<file path="src/rtl/store_buffer.sv">
// Circular store buffer: allocate at dispatch, write back from the LSU, commit from
// the ROB, drain committed stores to memory in order, and forward to younger loads.
module store_buffer #(
  parameter int SB_ENTRY    = 8,
  parameter int WORD_SIZE_P = 16,
  localparam int IW = $clog2(SB_ENTRY)
) (
  input  logic                   clk_i,
  input  logic                   reset_n_i,
  input  logic                   alloc_v_i,
  output logic                   alloc_ready_o,
  output logic [IW-1:0]          alloc_idx_o,
  input  logic                   wb_v_i,
  input  logic [IW-1:0]          wb_sb_dest_i,
  input  logic [WORD_SIZE_P-1:0] wb_addr_i,
  input  logic [WORD_SIZE_P-1:0] wb_data_i,
  input  logic                   commit_v_i,
  input  logic [WORD_SIZE_P-1:0] ld_addr_i,
  input  logic [IW-1:0]          ld_sb_num_i,
  output logic                   ld_bypass_valid_o,
  output logic [WORD_SIZE_P-1:0] ld_bypass_value_o,
  output logic                   mem_w_v_o,
  output logic [WORD_SIZE_P-1:0] mem_w_addr_o,
  output logic [WORD_SIZE_P-1:0] mem_w_data_o,
  input  logic                   mem_w_ready_i,
  input  logic                   mispredict_i,
  output logic [IW:0]            count_o
);

  logic [IW-1:0] head_q, head_d, tail_q, tail_d;
  logic [IW:0]   count_q, count_d;
  logic [SB_ENTRY-1:0] busy_q, busy_d, written_q, written_d, committed_q, committed_d;
  logic [SB_ENTRY-1:0][WORD_SIZE_P-1:0] addr_q, data_q;

  logic alloc_fire, wb_fire, drain_fire, found;
  logic [IW:0]   ccnt;
  logic [IW-1:0] idx, rng;

  assign alloc_ready_o = (count_q < (IW+1)'(SB_ENTRY));
  assign alloc_idx_o   = tail_q;
  assign count_o       = count_q;
  assign alloc_fire    = alloc_v_i && alloc_ready_o && !mispredict_i;
  assign wb_fire       = wb_v_i && busy_q[wb_sb_dest_i] && !mispredict_i;

  assign mem_w_v_o    = busy_q[head_q] && written_q[head_q] && committed_q[head_q];
  assign mem_w_addr_o = addr_q[head_q];
  assign mem_w_data_o = data_q[head_q];
  assign drain_fire   = mem_w_v_o && mem_w_ready_i;

  always_comb begin
    busy_d      = busy_q;
    written_d   = written_q;
    committed_d = committed_q;
    head_d      = head_q;
    tail_d      = tail_q;
    count_d     = count_q;
    found       = 1'b0;
    ccnt        = '0;
    idx         = '0;
    // Busy entries are contiguous from head, so the first uncommitted one is the oldest.
    if (commit_v_i) begin
      for (int k = 0; k < SB_ENTRY; k++) begin
        idx = head_q + IW'(k);
        if (!found && busy_q[idx] && !committed_q[idx]) begin
          committed_d[idx] = 1'b1;
          found            = 1'b1;
        end
      end
    end
    if (wb_fire) written_d[wb_sb_dest_i] = 1'b1;
    for (int i = 0; i < SB_ENTRY; i++)
      ccnt = ccnt + (IW+1)'(busy_q[i] & committed_d[i]);
    if (drain_fire) begin
      busy_d[head_q]      = 1'b0;
      written_d[head_q]   = 1'b0;
      committed_d[head_q] = 1'b0;
      head_d              = head_q + 1'b1;
    end
    if (mispredict_i) begin
      busy_d  = busy_d & committed_d;
      tail_d  = head_q + ccnt[IW-1:0];
      count_d = ccnt - (IW+1)'(drain_fire);
    end else begin
      if (alloc_fire) begin
        busy_d[tail_q]      = 1'b1;
        written_d[tail_q]   = 1'b0;
        committed_d[tail_q] = 1'b0;
        tail_d              = tail_q + 1'b1;
      end
      count_d = count_q + (IW+1)'(alloc_fire) - (IW+1)'(drain_fire);
    end
  end

  // Forwarding window is [head, ld_sb_num); later hits override, leaving the youngest.
  always_comb begin
    ld_bypass_valid_o = 1'b0;
    ld_bypass_value_o = '0;
    rng               = ld_sb_num_i - head_q;
    for (int k = 0; k < SB_ENTRY; k++) begin
      if (IW'(k) < rng && busy_q[head_q + IW'(k)] && written_q[head_q + IW'(k)] &&
          addr_q[head_q + IW'(k)] == ld_addr_i) begin
        ld_bypass_valid_o = 1'b1;
        ld_bypass_value_o = data_q[head_q + IW'(k)];
      end
    end
  end

  always_ff @(posedge clk_i or negedge reset_n_i) begin
    if (!reset_n_i) begin
      head_q      <= '0;
      tail_q      <= '0;
      count_q     <= '0;
      busy_q      <= '0;
      written_q   <= '0;
      committed_q <= '0;
    end else begin
      head_q      <= head_d;
      tail_q      <= tail_d;
      count_q     <= count_d;
      busy_q      <= busy_d;
      written_q   <= written_d;
      committed_q <= committed_d;
    end
  end

  // Payload is qualified by the written bit, so it needs no reset.
  always_ff @(posedge clk_i) begin
    if (wb_fire) begin
      addr_q[wb_sb_dest_i] <= wb_addr_i;
      data_q[wb_sb_dest_i] <= wb_data_i;
    end
  end

endmodule

</file>
<file path="config.mk">
export PLATFORM = sky130hd
export DESIGN_NAME = store_buffer
export DESIGN_NICKNAME = d
export VERILOG_FILES = /design/src/rtl/store_buffer.sv
export SDC_FILE = /design/constraint.sdc
export NUM_CORES = 1
export LEC_CHECK = 0
export ABC_AREA = 1
export ABC_CLOCK_PERIOD_IN_PS = 10900
export CAP_MARGIN = 20
export CORE_MARGIN = 5
export CORE_UTILIZATION = 52
export DETAILED_ROUTE_END_ITERATION = 16
export DONT_BUFFER_PORTS = 1
export PLACE_DENSITY = 0.67
export SETUP_SLACK_MARGIN = 0.05
export SLEW_MARGIN = 20
export SYNTH_ARGS = -nofsm -noshare
export SYNTH_HDL_FRONTEND = slang
export SYNTH_SLANG_ARGS = --single-unit
</file>
<file path="constraint.sdc">
create_clock -name clk_i -period 10.9 [get_ports clk_i]
set_clock_uncertainty 0.15 [all_clocks]
set_input_delay 2.18 -clock clk_i [delete_from_list [all_inputs] [get_ports clk_i]]
set_output_delay 2.18 -clock clk_i [all_outputs]
set_load 0.01 [all_outputs]
</file>
* Word-level counts from Yosys, hierarchy flattened
Index checks and enable logic that the tools add are counted.
** Word-level totals
- Memory bits (read-only) :: 0
- Bits in latches :: 0
- Output and inout bits :: 58
- Flip-flop bits (word level) :: 290
- RAM bits :: 0
- Memories :: 0
** Operators by class
- Multiplexer cells :: 165
- $mul :: 0
- $lt $le $gt $ge :: 29
- Reductions and logical operators :: 73
- Bitwise operators :: 26
- Div/mod/pow operators :: 0
- Shift-type cells :: 0
- Add/sub/neg operators :: 20
- Equal/unequal tests :: 8
** Operators by type and width (number)
- 16-bit binary-select mux with 3-bit select :: 16
- 16-bit two-way mux :: 25
- 128-bit bitwise mux :: 2
- 8-bit two-way mux :: 26
- 16-bit == test :: 8
- 8-bit OR :: 10
- 1-bit binary-select mux with 3-bit select :: 25
- 1-bit two-way mux :: 57
- 1-bit logical AND :: 56
- 8-bit AND :: 6
- 16-bit demux with 3-bit select :: 1
- 3-bit by 4-bit less-than comparator with 1-bit output (second input constant) :: 10
- 1-bit demux with 3-bit select :: 10
- 3-bit by 1-bit >= comparator with 1-bit output (second input constant) :: 10
- 4-bit by 1-bit adder with 4-bit output :: 5
- 1-bit zero test :: 16
- 8-bit inverter :: 2
- 3-bit adder (second input constant) :: 4
- 3-bit less-than comparator (first input constant) :: 4
- 1-bit AND :: 8
- 4-bit by 1-bit subtractor with 4-bit output :: 2
- 3-bit by 1-bit adder with 3-bit output (second input constant) :: 2
- 3-bit by 2-bit adder with 3-bit output (second input constant) :: 2
- 1-bit by 3-bit less-than comparator with 1-bit output (first input constant) :: 2
- 10 further kinds :: 12

* Longest topological paths before layout
Gate-level depths: netlist of run 1.
- Depth in word-level cells :: 51
- Mapped depth :: 37
- Mapped depth without buffers :: 30

* Least setup slack after synthesis of run 1
No wires, ideal clock.
- Path type :: flip-flop to flip-flop
- Start point :: reg head_q[1]
- End point :: reg tail_q[2], in the netlist alloc_idx_o[2]
- Cell stages (with the launch flop) :: 35
- Slack :: 3.830 ns
- Library setup time :: 0.130 ns
- Arrival time :: 6.790 ns
- Cells stage by stage :: dfrtp_1 -> buf_4 -> inv_2 -> buf_4 -> buf_2 -> buf_2 -> clkbuf_1 -> ha_1 -> buf_4 -> inv_4 -> buf_4 -> buf_2 -> nand2_1 -> nand4_1 -> nand2_1 -> nand2_1 -> nand2_2 -> nor2_4 -> buf_4 -> nand4_1 -> nand3_1 -> nand3_1 -> fa_1 -> fa_1 -> fa_1 -> inv_1 -> ha_1 -> fa_1 -> inv_1 -> fa_1 -> xor2_1 -> xnor2_1 -> nand2_1 -> o211ai_1 -> o21ai_0
** On the way
- Cells in the longest elaborated chain, start to end :: 51
- Elaborated cells on any way between the ends :: 164
** Ends and longest elaborated chain
- from (decl) :: RTL line 30 : logic [IW-1:0] head_q, head_d, tail_q, tail_d;
- from (signal assigned) :: RTL line 110 : head_q <= '0;
- from (signal assigned) :: RTL line 117 : head_q <= head_d;
- branches (longest 49 deep; another with 3-bit by 4-bit less-than comparator with 1-bit output)
- 3-bit adder (*) :: RTL line 81 : tail_d = head_q + ccnt[IW-1:0];
- 3-bit two-way mux (*) :: RTL line 79 : if (mispredict_i) begin
- to (signal assigned) :: RTL line 118 : tail_q <= tail_d;
- to (decl) :: RTL line 30
Mark *: on every way between the ends. The select of a mux whose other input is x is not followed.
A chain may end at the register's enable or synchronous reset.

* Worst setup path in the final report of run 1
- Start point :: reg head_q[0]
- End point :: out ld_bypass_value_o[0]
** On the way
- Cells in the longest elaborated chain, start to end :: 13
- Elaborated cells on any way between the ends :: 120
** Ends and longest elaborated chain
- branches (longest 12 deep; another with 3-bit by 1-bit adder with 3-bit output)
- 16-bit two-way mux (*) :: RTL line 100 : if (IW'(k) < rng && busy_q[head_q + IW'(k)] && written_q[head_q + IW'(k)] &&
- to (decl) :: RTL line 21 : output logic [WORD_SIZE_P-1:0] ld_bypass_value_o,
Marks and branches as above.

==> metrics.csv, run 1 <==
metric;value;unit
cp-endpoint;ld_bypass_value_o[0];
cp_max_fo;107;
nFillCells;4181;
vias;23700;
wire_per_inst;21.2;um
setup_viol;0;
slowest_stage;dfrtp_4;
detail_route.iter0.violations;2988;
clockBufferDepth;3;
synth-seq-cells;290;
p_clk_share;14.9;%
ioPinCount;119;
core;44200;sq um
leakagePower;10.6;nW
fin_crit_sh;80.3;%
grt_pass1_wl;124000;um
initial_utilization;52.5;%
routed_wl;82500;um
grt.overflow.total;0;
synthToLayoutAreaGrowth;4.34;%
crit_path_end_kind;output port;
synth_edf_count;256;
fmax;114;MHz
reg2reg_depth;29;
max_slew.worst_pin.slew;1.14;ns
avgViaCountPerCell;6.08;
outcome;completed;
r2r_end;alloc_idx_o[2];
die_x;221;um
gr-usage-all-layers;32.1;%
setup_tns;0;ns
antenna_cells;0;
p_seq_share;18.8;%
dr.pass1.iters;8;
rsz0062_at_grt;no;
async_flop_share;11.7;%
netlist_area;23200;sq um
critPathLaunchType;flop;
cts_hold_buffers;0;
ant_nets;0;
postCtsSetupBuffers;0;
ys_seq_area_share;36.8;%
synth_most_common_cell;nand2_1;
final_layout_size_suffix_gt1_share;4.32;%
synth_area_per_cell;6.77;sq um
cts_buffers;35;
fin_cells;3901;
ys_warn_count;0;
crit_chain;inv_6, ha_2, inv_4, buf_4, nand2_1, nor2_1, nor2_1, nand2_1, nand2_1, a21oi_1, nand2_1, nor2_1, nand3_2, nor2_1, nor2_1, nand2_1, nand2_1, nand2_1, nand2_1, nand2_1;
die_y;221;um
place_hpwl;53400;um
drc;0;
p_per_area;322;nW/um^2
dp.cells;3843;
finalHoldViolCount;0;
core.rowCount;77;
htree_levels;2;
crit_path_frequent_cell;nand2_1;
cts_sinks;290;
cts_tree;done;
synth_flop_cell;edfxtp_1;
critical-path-max-stage-delay;0.73;ns
synth.distinct_cells;50;
switching_share;56.7;%
die_area;49000;sq um
slew_headroom;23.9;%
internal-power;3.38;mW
synth_nets;3515;
synth_area_leaders;edfxtp_1 (33%), nand2_1 (20%), nand3_1 (13%);
peakVddDrop;0.347;mV
setup.worst_path.start;head_q[0];
grt_max_degree;201;
yosysTopAreaCell;edfxtp_1;
nNetsFinal;3374;
place.port_buffers;0;
r2r_slack;2.25;ns
synth_cells;3429;
fin_crit;8.75;ns
synthTopCellsByCount;nand2_1 (1,225), nand3_1 (581), nor2_1 (314), edfxtp_1 (256), o21ai_0 (237);
switchingPower;4.43;mW
rr_startpoint;head_q[0];
crit_type;flop to output port;
grt_pass1_vias;21493;
cts_resized;0;
clkLatencyLatePin;0.57;ns
slew_viol_final;0;
maxCapViolations;0;
hold_class;flop to flop;
gp_congestion;1.02;
yosys.area.top_type_share;33.1;%
root_buffer;clkbuf_16;
arrival;6.42;ns
share_comb_of_total_power;66.3;%
clk_transition_reported_paths;0.06;ns
antenna_found_initial;1;
required;8.57;ns
-- power by group through the flow --
stage / Combinational, mW / Sequential, mW / Clock (mW)
6_report: 5.17 / 1.47 / 1.16
5_1_grt: 5.72 / 1.48 / 1.22
4_1_cts: 5.06 / 1.47 / 1.18
3_5_place_dp: 5.04 / 1.49 / 0
3_3_place_gp: 4.97 / 1.48 / 0
2_1_floorplan: 3.99 / 1.34 / 0
-- worst max-delay path, delay by kind of cell (launching register included) --
family                   cells  cell delay, ns
AO/OA/AOI/OAI                1            0.14
AND/OR/NAND/NOR             15            2.41
adder cells (fa/ha/maj)      1            0.45
buffers and inverters        3            1.95
flip-flops                   1            0.73
-- registers in the layout, summed over array words and instances (netlist names) --
name	count
head_q	3
count_o	4
alloc_idx_o	3
busy_q	8
written_q	8
data_q	128
committed_q	8
addr_q	128
-- layout by cell type, fill, tap and decap left out, types with 9 or more instances in the layout --
| master | netlist | routed |
|---|---|---|
| nand2_1 | 1225 | 1224 |
| nand3_1 | 581 | 581 |
| nor2_1 | 314 | 308 |
| edfxtp_1 | 256 | 256 |
| o21ai_0 | 237 | 237 |
| inv_1 | 182 | 181 |
| o211ai_1 | 51 | 51 |
| a21oi_1 | 51 | 51 |
| clkbuf_16 | 0 | 35 |
| nand4_1 | 32 | 32 |
| dfrtp_1 | 34 | 31 |
| mux2i_1 | 30 | 30 |
| xor2_1 | 29 | 29 |
| o21ai_1 | 27 | 27 |
| buf_4 | 16 | 26 |
| a211oi_1 | 19 | 19 |
| nor3_1 | 17 | 17 |
| ha_1 | 18 | 16 |
| and2_1 | 14 | 14 |
| clkinv_1 | 8 | 14 |
| nor2_4 | 6 | 13 |
| nand2_2 | 8 | 9 |
-- kinds of logic (layout without fill, tap and decap cells) --
kind of cell / after synthesis / after routing / share of synthesized area [%]
mux: 30 / 30 / 1.29
flops: 290 / 290 / 36.8
xor+xnor: 33 / 33 / 1.25
buf+inv: 402 / 282 / 8.25
fa+ha+maj: 25 / 25 / 1.57
compound gates: 413 / 413 / 10.0
simple gates: 2236 / 2236 / 40.8
-- layout make-up --
cell class                 count  area (sq um)  area share (%)
multi-input combinational   2737         12800            53.0
sequential                   290          8550            35.3
clock buffer                  37           883            3.65
inverter                     197           749            3.10
tap                          592           741            3.06
clock inverter                21           235           0.971
timing repair buffer          27           215           0.889
-- worst min-delay path by stage --
stage	start	depth (start not counted)	slack, ns	end
2_1_floorplan	written_q[7]	2	0.34	written_q[7]
3_3_place_gp	written_q[7]	2	0.38	written_q[7]
3_5_place_dp	written_q[7]	2	0.40	written_q[7]
4_1_cts	written_q[7]	2	0.42	written_q[7]
5_1_grt	written_q[7]	2	0.46	written_q[7]
6_report	written_q[7]	2	0.44	written_q[7]
-- metal layers --
metal  routed length (um)  vias up  global-route usage [%]
li1                     -    11199                       -
met3                 8430      279                    6.80
met4                 4360        2                    14.6
met5                   12        -                       0
met2                37500     1341                    52.7
met1                32200    10879                    40.9
-- metrics by stage --
step | power, mW | worst slack [ns] | area, sq um | hold slack, ns | utilization [%]
2_1_floorplan | 5.33 | 3.83 | 23200 | 0.339 | -
3_3_place_gp | 6.45 | 2.59 | 23100 | 0.378 | 52.2
3_5_place_dp | 6.52 | 2.46 | 23100 | 0.401 | 52.2
4_1_cts | 7.71 | 2.27 | 24200 | 0.417 | 54.8
5_1_grt | 8.42 | 1.75 | 24200 | 0.461 | 54.8
6_report | 7.81 | 2.15 | 24200 | 0.437 | 54.8
Power figures use the tool's default switching activity.
==> inputs of run 2 (changes only) <==
--- a/config.mk
+++ b/config.mk
@@ -6,13 +6,13 @@
 export NUM_CORES = 1
 export LEC_CHECK = 0
 export ABC_AREA = 1
-export ABC_CLOCK_PERIOD_IN_PS = 10900
+export ABC_CLOCK_PERIOD_IN_PS = 7700
 export CAP_MARGIN = 20
 export CORE_MARGIN = 5
 export CORE_UTILIZATION = 52
 export DETAILED_ROUTE_END_ITERATION = 16
 export DONT_BUFFER_PORTS = 1
-export PLACE_DENSITY = 0.67
+export PLACE_DENSITY = 0.7
 export SETUP_SLACK_MARGIN = 0.05
 export SLEW_MARGIN = 20
 export SYNTH_ARGS = -nofsm -noshare
==> constraint.sdc (replaced) <==
create_clock -name clk_i -period 7.7 [get_ports clk_i]
set_clock_uncertainty 0.15 [all_clocks]
set_input_delay 1.54 -clock clk_i [delete_from_list [all_inputs] [get_ports clk_i]]
set_output_delay 1.54 -clock clk_i [all_outputs]
set_load 0.01 [all_outputs]
==> metrics.csv, run 2 (synthesis results as in run 1) <==
metric;value;unit;change
reg2reg_depth;30;;was 29
r2r_slack;0.67;ns;was 2.25 ns
routed_wl;83500;um;was 82,500 um
place.port_buffers;0;;unchanged
vias;23807;;was 23.7k
rsz0062_at_grt;no;;unchanged
antenna_cells;0;;unchanged
root_buffer;clkbuf_16;;unchanged
grt_pass1_wl;127000;um;was 124,000 um
hold_ws;0.425;ns;was 0.437 ns
slew_headroom;23.7;%;was 23.9%
layout_common_cells;nand2_1 (1,224), nand3_1 (581), nor2_1 (308), edfxtp_1 (256), o21ai_0 (236);;was nand2_1 (1,224), nand3_1 (581), nor2_1 (308), edfxtp_1 (256), o21ai_0 (237)
setup_tns;0;ns;unchanged
fin_cells;3926;;was 3,901
gp_congestion;1.00;;was 1.02
initial_utilization;52.5;%;unchanged
hold_class;flop to flop;;unchanged
cts_buffers;35;;unchanged
cts_sinks;290;;unchanged
core.rowCount;77;;unchanged
fin_crit;7.03;ns;
core;44200;sq um;unchanged
maxCapViolations;0;;unchanged
grt.overflow.total;0;;unchanged
crit_family;adder cells;;was simple AND/OR/NAND/NOR gates
slowest_stage;fa_1;;was dfrtp_4
nFillCells;4141;;was 4,181
gr-usage-all-layers;32.9;%;was 32.1%
clkLatencyLatePin;0.56;ns;was 0.57 ns
setup.worst_path.start;head_q[1];;was head_q[0]
critical-path-max-stage-delay;0.56;ns;was 0.73 ns
finalHoldViolCount;0;;unchanged
avgViaCountPerCell;6.06;;was 6.08
grt_pass1_vias;22299;;was 21.5k
detail_route.iter0.violations;2898;;was 2,988
nNetsFinal;3396;;was 3,374
cp_max_fo;50;;was 107
critPathLaunchType;flop;;unchanged
arrival;7.32;ns;was 6.42 ns
synthToLayoutAreaGrowth;5.06;%;was 4.34%
cts_hold_buffers;0;;unchanged
clk_transition_reported_paths;0.06;ns;about the same
r2r_end;alloc_idx_o[2];;unchanged
fin_crit_sh;91.2;%;
critPathBufInv;5;;was 3
p_total;11.3;mW;was 7.81 mW
largestRegisters;addr_q (128), data_q (128);;unchanged
peakVddDrop;0.441;mV;was 0.347 mV
ioPinCount;119;;unchanged
dp.cells;3865;;was 3,843
ant_nets;0;;unchanged
max_slew.worst_pin.slew;1.14;ns;about the same
grt_max_degree;103;;was 201
postCtsSetupBuffers;0;;unchanged
slew_viol_final;0;;unchanged
antenna_found_initial;1;;unchanged
clockBufferDepth;3;;unchanged
worst-path-stages;30;;was 20
dr.pass1.iters;6;;was 8
place_hpwl;54800;um;was 53,400 um
setup_viol;0;;unchanged
leakagePower;10.8;nW;was 10.6 nW
drc;0;;unchanged
outcome;completed;;unchanged
p_per_area;463;nW/um^2;was 322 nW/um^2
cts_tree;done;;unchanged
cts_resized;0;;unchanged
die_y;221;um;unchanged
htree_levels;2;;unchanged
die_area;49000;sq um;unchanged
crit_path_end_kind;flop;;was output port
rr_startpoint;head_q[1];;was head_q[0]
wire_per_inst;21.3;um;was 21.2 um
fmax;142;MHz;
final_layout_size_suffix_gt1_share;5.01;%;was 4.32%
final_common_cell;nand2_1;;unchanged
die_x;221;um;unchanged
crit_type;flop to flop;;was flop to output port
cp-endpoint;alloc_idx_o[2];;was ld_bypass_value_o[0]
required;7.99;ns;was 8.57 ns
-- run 2: how the worst min path moves through the flow --
stage / slack, ns / cells past startpoint / start / end
2_1_floorplan: 0.34 / 2 / written_q[7] / written_q[7]
3_3_place_gp: 0.40 / 2 / written_q[7] / written_q[7]
3_5_place_dp: 0.40 / 2 / written_q[7] / written_q[7]
4_1_cts: 0.42 / 2 / written_q[7] / written_q[7]
5_1_grt: 0.45 / 2 / written_q[7] / written_q[7]
6_report: 0.43 / 2 / written_q[2] / written_q[2]
-- run 2: final cells by class --
| class | count | area (sq um) | share of cell area, % |
|---|---|---|---|
| Multi-Input combinational cell | 2737 | 12800 | 52.6 |
| Sequential cell | 290 | 8550 | 35.1 |
| Clock buffer | 43 | 916 | 3.76 |
| Inverter | 197 | 749 | 3.07 |
| Tap cell | 592 | 741 | 3.04 |
| Timing Repair Buffer | 49 | 368 | 1.51 |
| Clock inverter | 18 | 223 | 0.913 |
-- run 2: per-stage QoR --
step	setup slack, ns	util (%)	area, sq um
final	0.674	55.1	24400
after detailed placement	0.758	52.6	23200
after global placement	0.816	52.6	23200
after CTS	0.733	55.1	24400
after floorplan	0.630	-	23200
after global routing	0.194	55.1	24400
-- run 2: worst min-delay path: stages, from the launching register on --
cell	delay (ns)
dfrtp_1	0.36
o21ai_0	0.09
nor2_1	0.08
-- run 2: power breakdown --
group          total, mW  internal (mW)  switching, mW
combinational       7.65           2.10           5.55
sequential          1.95           1.80          0.145
clock               1.68          0.965          0.719
total               11.3           4.87           6.41
-- run 2: per-layer routing --
layer | vias to the layer above | wire [um] | GRT usage (%)
li1 | 11242 | - | -
met1 | 10852 | 31400 | 41.9
met2 | 1421 | 37800 | 53.2
met3 | 292 | 9820 | 7.02
met4 | 0 | 4510 | 16.3
met5 | - | 0 | 0
